### src/rtl/input_conditioner.sv
// Synchronizes and debounces two slide switches and two push buttons; buttons step a 3-bit mux select.
// Latency: raw level to sw0/sw1 in DEBOUNCE_N+2 edges; select updates one edge after a debounced press.
module input_conditioner #(
    parameter int unsigned DEBOUNCE_N = 16
) (
    input  logic       clk,
    input  logic       rst,
    input  logic       raw_sw0,
    input  logic       raw_sw1,
    input  logic       raw_up,
    input  logic       raw_dn,
    output logic       sw0,
    output logic       sw1,
    output logic [2:0] select,
    output logic       sel_changed
);

    localparam logic [15:0] LP_LAST = 16'(DEBOUNCE_N - 1);

    // Bit order in every 4-bit vector: {dn, up, sw1, sw0}
    logic [3:0]  r_s1;
    logic [3:0]  r_s2;
    logic [3:0]  r_stable;
    logic [15:0] r_cnt [4];
    logic [1:0]  r_prev;
    logic [2:0]  r_select;
    logic        r_sel_changed;

    logic w_press_up;
    logic w_press_dn;

    assign w_press_up = r_stable[2] & ~r_prev[0];
    assign w_press_dn = r_stable[3] & ~r_prev[1];

    always_ff @(posedge clk or posedge rst) begin
        if (rst) begin
            r_s1          <= '0;
            r_s2          <= '0;
            r_stable      <= '0;
            r_prev        <= '0;
            r_select      <= '0;
            r_sel_changed <= 1'b0;
            for (int i = 0; i < 4; i++) begin
                r_cnt[i] <= '0;
            end
        end else begin
            r_s1   <= {raw_dn, raw_up, raw_sw1, raw_sw0};
            r_s2   <= r_s1;
            r_prev <= r_stable[3:2];

            // Any matching cycle restarts the count, which rejects short glitches.
            for (int i = 0; i < 4; i++) begin
                if (r_s2[i] == r_stable[i]) begin
                    r_cnt[i] <= '0;
                end else if (r_cnt[i] == LP_LAST) begin
                    r_stable[i] <= r_s2[i];
                    r_cnt[i]    <= '0;
                end else begin
                    r_cnt[i] <= r_cnt[i] + 16'd1;
                end
            end

            // Simultaneous up and down presses cancel and leave no pulse.
            if (w_press_up && !w_press_dn) begin
                r_select      <= r_select + 3'd1;
                r_sel_changed <= 1'b1;
            end else if (w_press_dn && !w_press_up) begin
                r_select      <= r_select - 3'd1;
                r_sel_changed <= 1'b1;
            end else begin
                r_sel_changed <= 1'b0;
            end
        end
    end

    assign sw0         = r_stable[0];
    assign sw1         = r_stable[1];
    assign select      = r_select;
    assign sel_changed = r_sel_changed;

endmodule

### config.mk
export PLATFORM = sky130hd
export DESIGN_NAME = input_conditioner
export DESIGN_NICKNAME = d
export VERILOG_FILES = /design/src/rtl/input_conditioner.sv
export SDC_FILE = /design/constraint.sdc
export NUM_CORES = 1
export LEC_CHECK = 0
export ABC_AREA = 0
export ABC_CLOCK_PERIOD_IN_PS = 3100
export BUFFER_PORTS_ARGS = -buffer_cell sky130_fd_sc_hd__buf_2
export CORE_ASPECT_RATIO = 1.75
export CORE_MARGIN = 10
export CORE_UTILIZATION = 55
export CTS_CLUSTER_DIAMETER = 150
export DETAILED_ROUTE_END_ITERATION = 12
export GPL_TIMING_DRIVEN = 0
export HOLD_SLACK_MARGIN = 0.08
export PLACE_DENSITY = 0.69
export SLEW_MARGIN = 20
export SYNTH_ARGS = -nofsm -noshare
export SYNTH_HDL_FRONTEND = slang
export SYNTH_SLANG_ARGS = --single-unit
### constraint.sdc
create_clock -name clk -period 3.1 [get_ports clk]
set_input_delay 0.155 -clock clk [delete_from_list [all_inputs] [get_ports clk]]
set_output_delay 0.155 -clock clk [all_outputs]
set_load 0.01 [all_outputs]
==> run metrics, run 1 <==
run status=finished, final reports clean; final core occ=0.645; P_leak=1.78 nW; Multi-input gate area=0.00156 mm²; global route total overflow=0; worst slew pin tran=538 ps; Seq. cell area=0.00205 mm²; Fillers=549; later-pin clock latency in the skew report=330 ps; Synth Area in XOR/XNOR=0.148; post-synthesis sequential area ratio=0.557; clk sinks=82; IO Pins=12; #FFs+latches synth=82; # port buffers=11; clock buffer depth=2; post-CTS setup buffer count=0; Fin. Hold Viols=0; met1 usage=0.155; slowest CP cell=clkbuf_1; drt wl/cell=13.4 µm; Reg clk slew, reported paths=60 ps; Synth Area in Simple Gates=0.235; first-pass GRT wire length=11300 µm; hold crit path type=flip-flop to flip-flop; worst-path fanout max=10; Routed Antenna Nets=0; Area Overhead vs Synth=14.5%; number of slew-limit violations in the final report=0; core area=0.00654 mm²; r2r worst-path depth=6; Synth Area in Adders=0.0224; GP Congestion=0.835; CTS H-tree lvls=3; vias in the first global route=2566; Inserted Clock Buffers=9; R2R Setup Slk=1200 ps; max cap viols=0; syn_nets=362; Iter 0 DRT Violations=151; initial antenna violation count=0; n_diodes=0; CP arrival=2100 ps; crit-path cells=ha_1 -> and3_1 -> nand4_1 -> nand2_1 -> clkbuf_1 -> nor2_1; Post-Syn Area per Cell=10.5 µm²; die area=0.0105 mm²; DRC viols=0; Distinct cells, synth=23; Pwr Density=532 mW/mm²; Max Freq=0.526 GHz; final worst slack=1200 ps; fin nets=390; pre-CTS setup slack=1200 ps; GR peak layer=met2; Peak VDD IR=410 µV; TritonCTS clock tree=done; endpoints failing setup=0; Final Cycle Share=0.614; CP Data Required Time=3300 ps; die extent in x=81.8 µm; Tmin final=1900 ps; met3 Use GR=0.0478; via count=2533; Post-Syn Area=0.00368 mm²; GRT Total Usage=0.135; post-synthesis compound-gate area fraction=0.00340; largest net degree at the start of global routing=45; yosys warns=0; Initial DRT Pass Iterations=4; Rel. slew slack=0.642; mux cell area share after synthesis=0.0153; clock skew=5.11 ps; Cells on Worst Hold Path=0; Crit Path Category=flip-flop to flip-flop; Row Count=39; CP Launch Type=flip-flop; largest family of logic cells by synthesized area=simple AND/OR/NAND/NOR gates; initial core utilization=0.563; WL final=6230 µm; Vias per Instance=5.45; RSZ-0062 raised after global routing=false; layout cells sized above 1=0.0966; grt met2 use=0.216; Worst setup EP type=flip-flop; Root Driver=clkbuf_16; DP Wirelength=4320 µm; Largest stage delay, worst path=410 ps; Die Y=128 µm; Synth Instances=350
## worst max-delay path: cells and delay by family (launching register included)
family	cells	cell delay (ps)
AND/OR/NAND/NOR	4	770
flip-flops	1	380
adder cells (fa/ha/maj)	1	220
buffers and inverters	1	410
## power breakdown
part | switching, mW | internal, mW | total [mW]
sequential | 0.0168 | 1.09 | 1.11
combinational | 0.0477 | 0.0278 | 0.0755
clock | 0.397 | 0.662 | 1.06
## registers in the layout, summed over array words and instances, names as in the netlist
register	count
r_cnt	64
r_prev	2
r_s1	4
r_s2	4
r_stable	4
sel_changed	1
select	3
## Yosys cell counts, drive strengths merged
master  number  area share
a21oi        1      0.0014
or2          1      0.0024
ha           5       0.017
nand3       24       0.036
nor3        16       0.022
and3         8       0.014
nand2b       1      0.0017
nand4       16       0.029
nor2        66       0.067
fa           1      0.0054
dfrtp       82        0.56
xnor2       50        0.12
inv         15       0.015
nor2b        1      0.0017
or4          1      0.0020
o31ai        1      0.0020
nand2       13       0.013
xor2        12       0.029
mux2         5       0.015
nor4        27       0.046
clkbuf       4      0.0041
## cells by family (layout without fill, tap and decap cells)
group | count (synthesis) | count (layout)
AO/OA/AOI/OAI | 2 | 2
buffers and inverters | 19 | 52
XOR/XNOR | 62 | 62
multiplexers | 5 | 5
adder cells (fa/ha/maj) | 6 | 6
AND/OR/NAND/NOR | 174 | 174
flip-flops | 82 | 82
## per-stage QoR
stage	area, µm²	TNS, ps	cells	hold WS (ps)	total power, mW
after global routing	4220	0	465	349	2.33
after detailed placement	3860	0	444	254	1.20
after CTS	4220	0	465	349	2.27
after floorplan	3680	0	350	186	1.17
after global placement	3840	-4580	443	263	1.19
final	4220	0	465	349	2.24
## placed cells by master (no fill, tap or decap), types with 12 or more instances in the layout
cell type | netlist | routed
xor2_1 | 12 | 12
nor2_1 | 66 | 66
nand4_1 | 15 | 15
nor4_1 | 27 | 27
inv_1 | 15 | 14
xnor2_1 | 50 | 50
nor3_1 | 16 | 16
nand3_1 | 23 | 23
nand2_1 | 13 | 13
dfrtp_1 | 82 | 82
## path summary, 6_finish.rpt
path                                startpoint                  end
max                        r_cnt[32]$_DFF_PP0_  r_cnt[40]$_DFF_PP0_
min                          r_s1[1]$_DFF_PP0_    r_s2[1]$_DFF_PP0_
max reg2reg                r_cnt[32]$_DFF_PP0_  r_cnt[40]$_DFF_PP0_
min reg2reg                  r_s1[1]$_DFF_PP0_    r_s2[1]$_DFF_PP0_
max in group asynchronous                  rst   r_cnt[0]$_DFF_PP0_
min in group asynchronous                  rst  r_cnt[60]$_DFF_PP0_
## routing by layer
metal  share of wire  vias up
li1                -     1258
met1            0.43     1224
met2            0.50       40
met3           0.045       11
met4           0.023        0
met5               0        -
## layout make-up
cell class,instances,share of cell area
plain buffers,4,0.00356
clock buffers,11,0.0599
clock inverters,5,0.0125
inverters,15,0.0139
multi-input cells,249,0.369
flip-flops and latches,82,0.487
well taps,82,0.0243
repair buffers,17,0.0297
## repair_timing
| item | 4_1_cts | 5_1_grt |
|---|---|---|
| gates resized for setup | 0 | 0 |
| hold buffers | 5 | 0 |
| endpoints found under the hold margin | 47 | 0 |
No activity file was read; power rests on OpenSTA's default activity.
==> run 2: changes to the inputs <==
ABC_AREA = 1   (was 0)
ABC_CLOCK_PERIOD_IN_PS = 1950   (was 3100)
clock period = 1.95 ns   (was 3.1 ns; I/O delays follow)
==> run 2 against run 1 <==
Effect of this change: first-iteration DRC count fell by 5.3%; sequential power is 59% higher; non-clock buffer count rose by 1; wire length up 39%; combinational power grew 84%; critical path depth is 2 higher; clock-buffer cell count is 1 higher; design area is 16% higher; global-route usage grew 2.6 points; clock skew hardly changed; cell count increased by 47%; register-to-register slack worse by 930 ps; critical path type unchanged; critical endpoint is now select[2]$_DFFE_PP0P_; largest cell class unchanged.
==> run metrics, run 2 <==
total power=3.88 mW (was 2.24 mW); Post-Syn Area per Cell=7.61 µm² (was 10.5 µm²); later-pin clock latency in the skew report=340 ps (was 330 ps); fin nets=603 (was 390); Inserted Clock Buffers=9 (unchanged); Tmin final=1680 ps (was 1900 ps); P_leak=2.21 nW (was 1.78 nW); internal power=3.10 mW (was 1.78 mW); DP Wirelength=6550 µm (was 4320 µm); CP Data Required Time=2170 ps (was 3300 ps); Iter 0 DRT Violations=143 (was 151); clock skew=5.36 ps (was 5.11 ps); worst-path fanout max=4 (was 10); leading area contributor after synthesis=dfrtp_1 (unchanged); Peak VDD IR=602 µV (was 410 µV); global route total overflow=0 (unchanged); Post-synth EDFFs=0 (unchanged); Synth top area share=0.480 (was 0.557); Cell Count Post-Placement=663 (was 444); slowest CP cell=dfrtp_1 (was clkbuf_1); Clk pwr share=0.510 (was 0.472); #FFs+latches synth=82 (unchanged); initial antenna violation count=0 (unchanged); via count=3504 (was 2533); setup_tns=0 ps (unchanged); Pwr Density=794 mW/mm² (was 532 mW/mm²); share of power burned in registers=0.454 (was 0.494); # port buffers=11 (unchanged); top cells by area, synth=dfrtp_1 (48%), nand2_1 (13%), nor2_1 (11%) (was dfrtp_1 (56%), xnor2_1 (12%), nor2_1 (6.7%)); vias in the first global route=3626 (was 2566); n_diodes=0 (unchanged); core area=0.00757 mm² (was 0.00654 mm²); crit-path cells=inv_1 -> nor2_1 -> ha_1 -> inv_1 -> fa_1 -> a21oi_1 -> o21ai_0 -> xnor2_1 (was ha_1 -> and3_1 -> nand4_1 -> nand2_1 -> clkbuf_1 -> nor2_1); Post-Syn Area=0.00428 mm² (was 0.00368 mm²); IO Pins=12 (unchanged); Row Count=42 (was 39); Vias per Instance=5.12 (was 5.45); post-route cell area=0.00489 mm² (was 0.00422 mm²); switching share of power=0.201 (was 0.206); worst slew pin tran=580 ps (was 538 ps); initial core utilization=0.565 (was 0.563); synth cell count leaders=nand2_1 (152), nor2_1 (129), dfrtp_1 (82) (was dfrtp_1 (82), nor2_1 (66), xnor2_1 (50)); Reg with most FFs=r_cnt (unchanged); CP Launch Type=flip-flop (unchanged); GRT Total Usage=0.161 (was 0.135); Final Cycle Share=0.861 (was 0.614); Die Y=137 µm (was 128 µm); yosys warns=0 (unchanged); TritonCTS clock tree=done (unchanged); Synth Instances=562 (was 350); run status=finished, final reports clean (unchanged); most frequent cell after synthesis=nand2_1 (was dfrtp_1); hold_buf cts=5 (unchanged); endpoints failing setup=0 (unchanged); ys flop type=dfrtp_1 (unchanged); layout cells sized above 1=0.0990 (was 0.0966); DRC viols=0 (unchanged); number of slew-limit violations in the final report=0 (unchanged); Crit Path Category=flip-flop to flip-flop (unchanged); GP Congestion=0.899 (was 0.835); Fin. Hold Viols=0 (unchanged); Critical path buffers and inverters=2 (was 1); Area Overhead vs Synth=14.3% (was 14.5%); die area=0.0118 mm² (was 0.0105 mm²); post-CTS setup buffer count=0 (unchanged); RSZ-0062 raised after global routing=false (unchanged); final hold slack=347 ps (was 349 ps); drt wl/cell=12.6 µm (was 13.4 µm); grt met2 use=0.293 (was 0.216); die extent in x=86.7 µm (was 81.8 µm); Root Driver=clkbuf_16 (unchanged); Largest stage delay, worst path=410 ps (about the same); Worst setup EP type=flip-flop (unchanged); Crit path top cell by count=inv_1; max cap viols=0 (unchanged); CP arrival=1900 ps (was 2100 ps); WL final=8630 µm (was 6230 µm); Initial DRT Pass Iterations=4 (unchanged); Placed Area=0.00449 mm² (was 0.00386 mm²); Reg clk slew, reported paths=60 ps (about the same); Rel. slew slack=0.613 (was 0.642); met1 usage=0.167 (was 0.155); syn_nets=574 (was 362); hold crit path type=flip-flop to flip-flop (unchanged); max FFs per register=64 (unchanged); GR peak layer=met2 (unchanged); post-synthesis sequential area ratio=0.480 (was 0.557); clock buffer depth=2 (unchanged); top cell family by delay on the critical path=adder cells (was simple AND/OR/NAND/NOR gates); Routed Antenna Nets=0 (unchanged); commonest non-fill, non-tap cells in the layout=nand2_1 (152), nor2_1 (129), dfrtp_1 (82), inv_1 (60), nand3_1 (27) (was dfrtp_1 (82), nor2_1 (66), xnor2_1 (50), nor4_1 (27), nand3_1 (23)); Fillers=675 (was 549); post_cts resized=0 (unchanged); final cell count without fillers=684 (was 465); Async S/R FF share, synth=1.00 (unchanged); sw power=780 µW (was 462 µW); commonest non-fill, non-tap cell in the layout=nand2_1 (was dfrtp_1); Max Freq=0.596 GHz (was 0.526 GHz); met3 Use GR=0.0351 (was 0.0478); largest net degree at the start of global routing=35 (was 45); CTS H-tree lvls=3 (unchanged); share of total power in combinational logic=0.036 (was 0.034); Distinct cells, synth=23 (unchanged); clk sinks=82 (unchanged); first-pass GRT wire length=15600 µm (was 11300 µm)
-- run 2: metrics by stage --
step	util	worst slack, ps
after floorplan	-	423
after global placement	0.588	312
after detailed placement	0.593	277
after CTS	0.646	269
after global routing	0.646	113
final	0.646	271
-- run 2: power by group through the flow --
stage / Clock [mW] / Combinational, mW / Sequential [mW]
5_1_grt: 2.08 / 0.162 / 1.77
2_1_floorplan: 0 / 0.0884 / 1.79
4_1_cts: 2.02 / 0.145 / 1.76
3_5_place_dp: 0 / 0.137 / 1.80
3_3_place_gp: 0 / 0.122 / 1.79
6_report: 1.98 / 0.139 / 1.76
-- run 2: worst paths after layout --
path                                         start               endpoint  slack [ps]  cells past startpoint
max                        r_stable[2]$_DFFE_PP0P_  select[2]$_DFFE_PP0P_         270                      8
min                              r_s1[2]$_DFF_PP0_      r_s2[2]$_DFF_PP0_         350                      0
max reg2reg                r_stable[2]$_DFFE_PP0P_  select[2]$_DFFE_PP0P_         270                      8
min reg2reg                      r_s1[2]$_DFF_PP0_      r_s2[2]$_DFF_PP0_         350                      0
max in group asynchronous                      rst     r_cnt[9]$_DFF_PP0_         840                      5
min in group asynchronous                      rst    r_cnt[38]$_DFF_PP0_         370                      3
-- run 2: kinds of logic (layout without fill, tap and decap cells) --
family / after synthesis / count (layout) / synth area share
AND/OR/NAND/NOR: 365 / 365 / 0.370
buffers and inverters: 67 / 101 / 0.0599
flip-flops: 82 / 82 / 0.480
adder cells (fa/ha/maj): 6 / 6 / 0.0193
AO/OA/AOI/OAI: 21 / 21 / 0.0281
XOR/XNOR: 21 / 21 / 0.0430
-- run 2: per-layer routing --
metal | share of wire | vias up | routed length (µm)
met5 | 0 | - | 0
met4 | 0.025 | 0 | 213
met3 | 0.023 | 18 | 196
met2 | 0.54 | 36 | 4660
met1 | 0.41 | 1630 | 3550
li1 | - | 1820 | -
-- run 2: worst reg2reg max path, delay by kind of cell (launching register included) --
family	cells	cell delay, ps
fa+ha+maj	2	530
flops	1	410
compound gates	2	260
xor+xnor	1	140
buf+inv	2	120
simple gates	1	100
-- run 2: cell type report --
| type | count | area [µm²] | area share |
|---|---|---|---|
| buffer | 4 | 20.0 | 0.00409 |
| clock buffer | 12 | 256 | 0.0524 |
| multi-input combinational | 413 | 1970 | 0.403 |
| tap | 88 | 110 | 0.0225 |
| clock inverter | 4 | 97.6 | 0.0199 |
| inverter | 63 | 240 | 0.0491 |
| timing repair buffer | 18 | 145 | 0.0297 |
| sequential | 82 | 2050 | 0.419 |
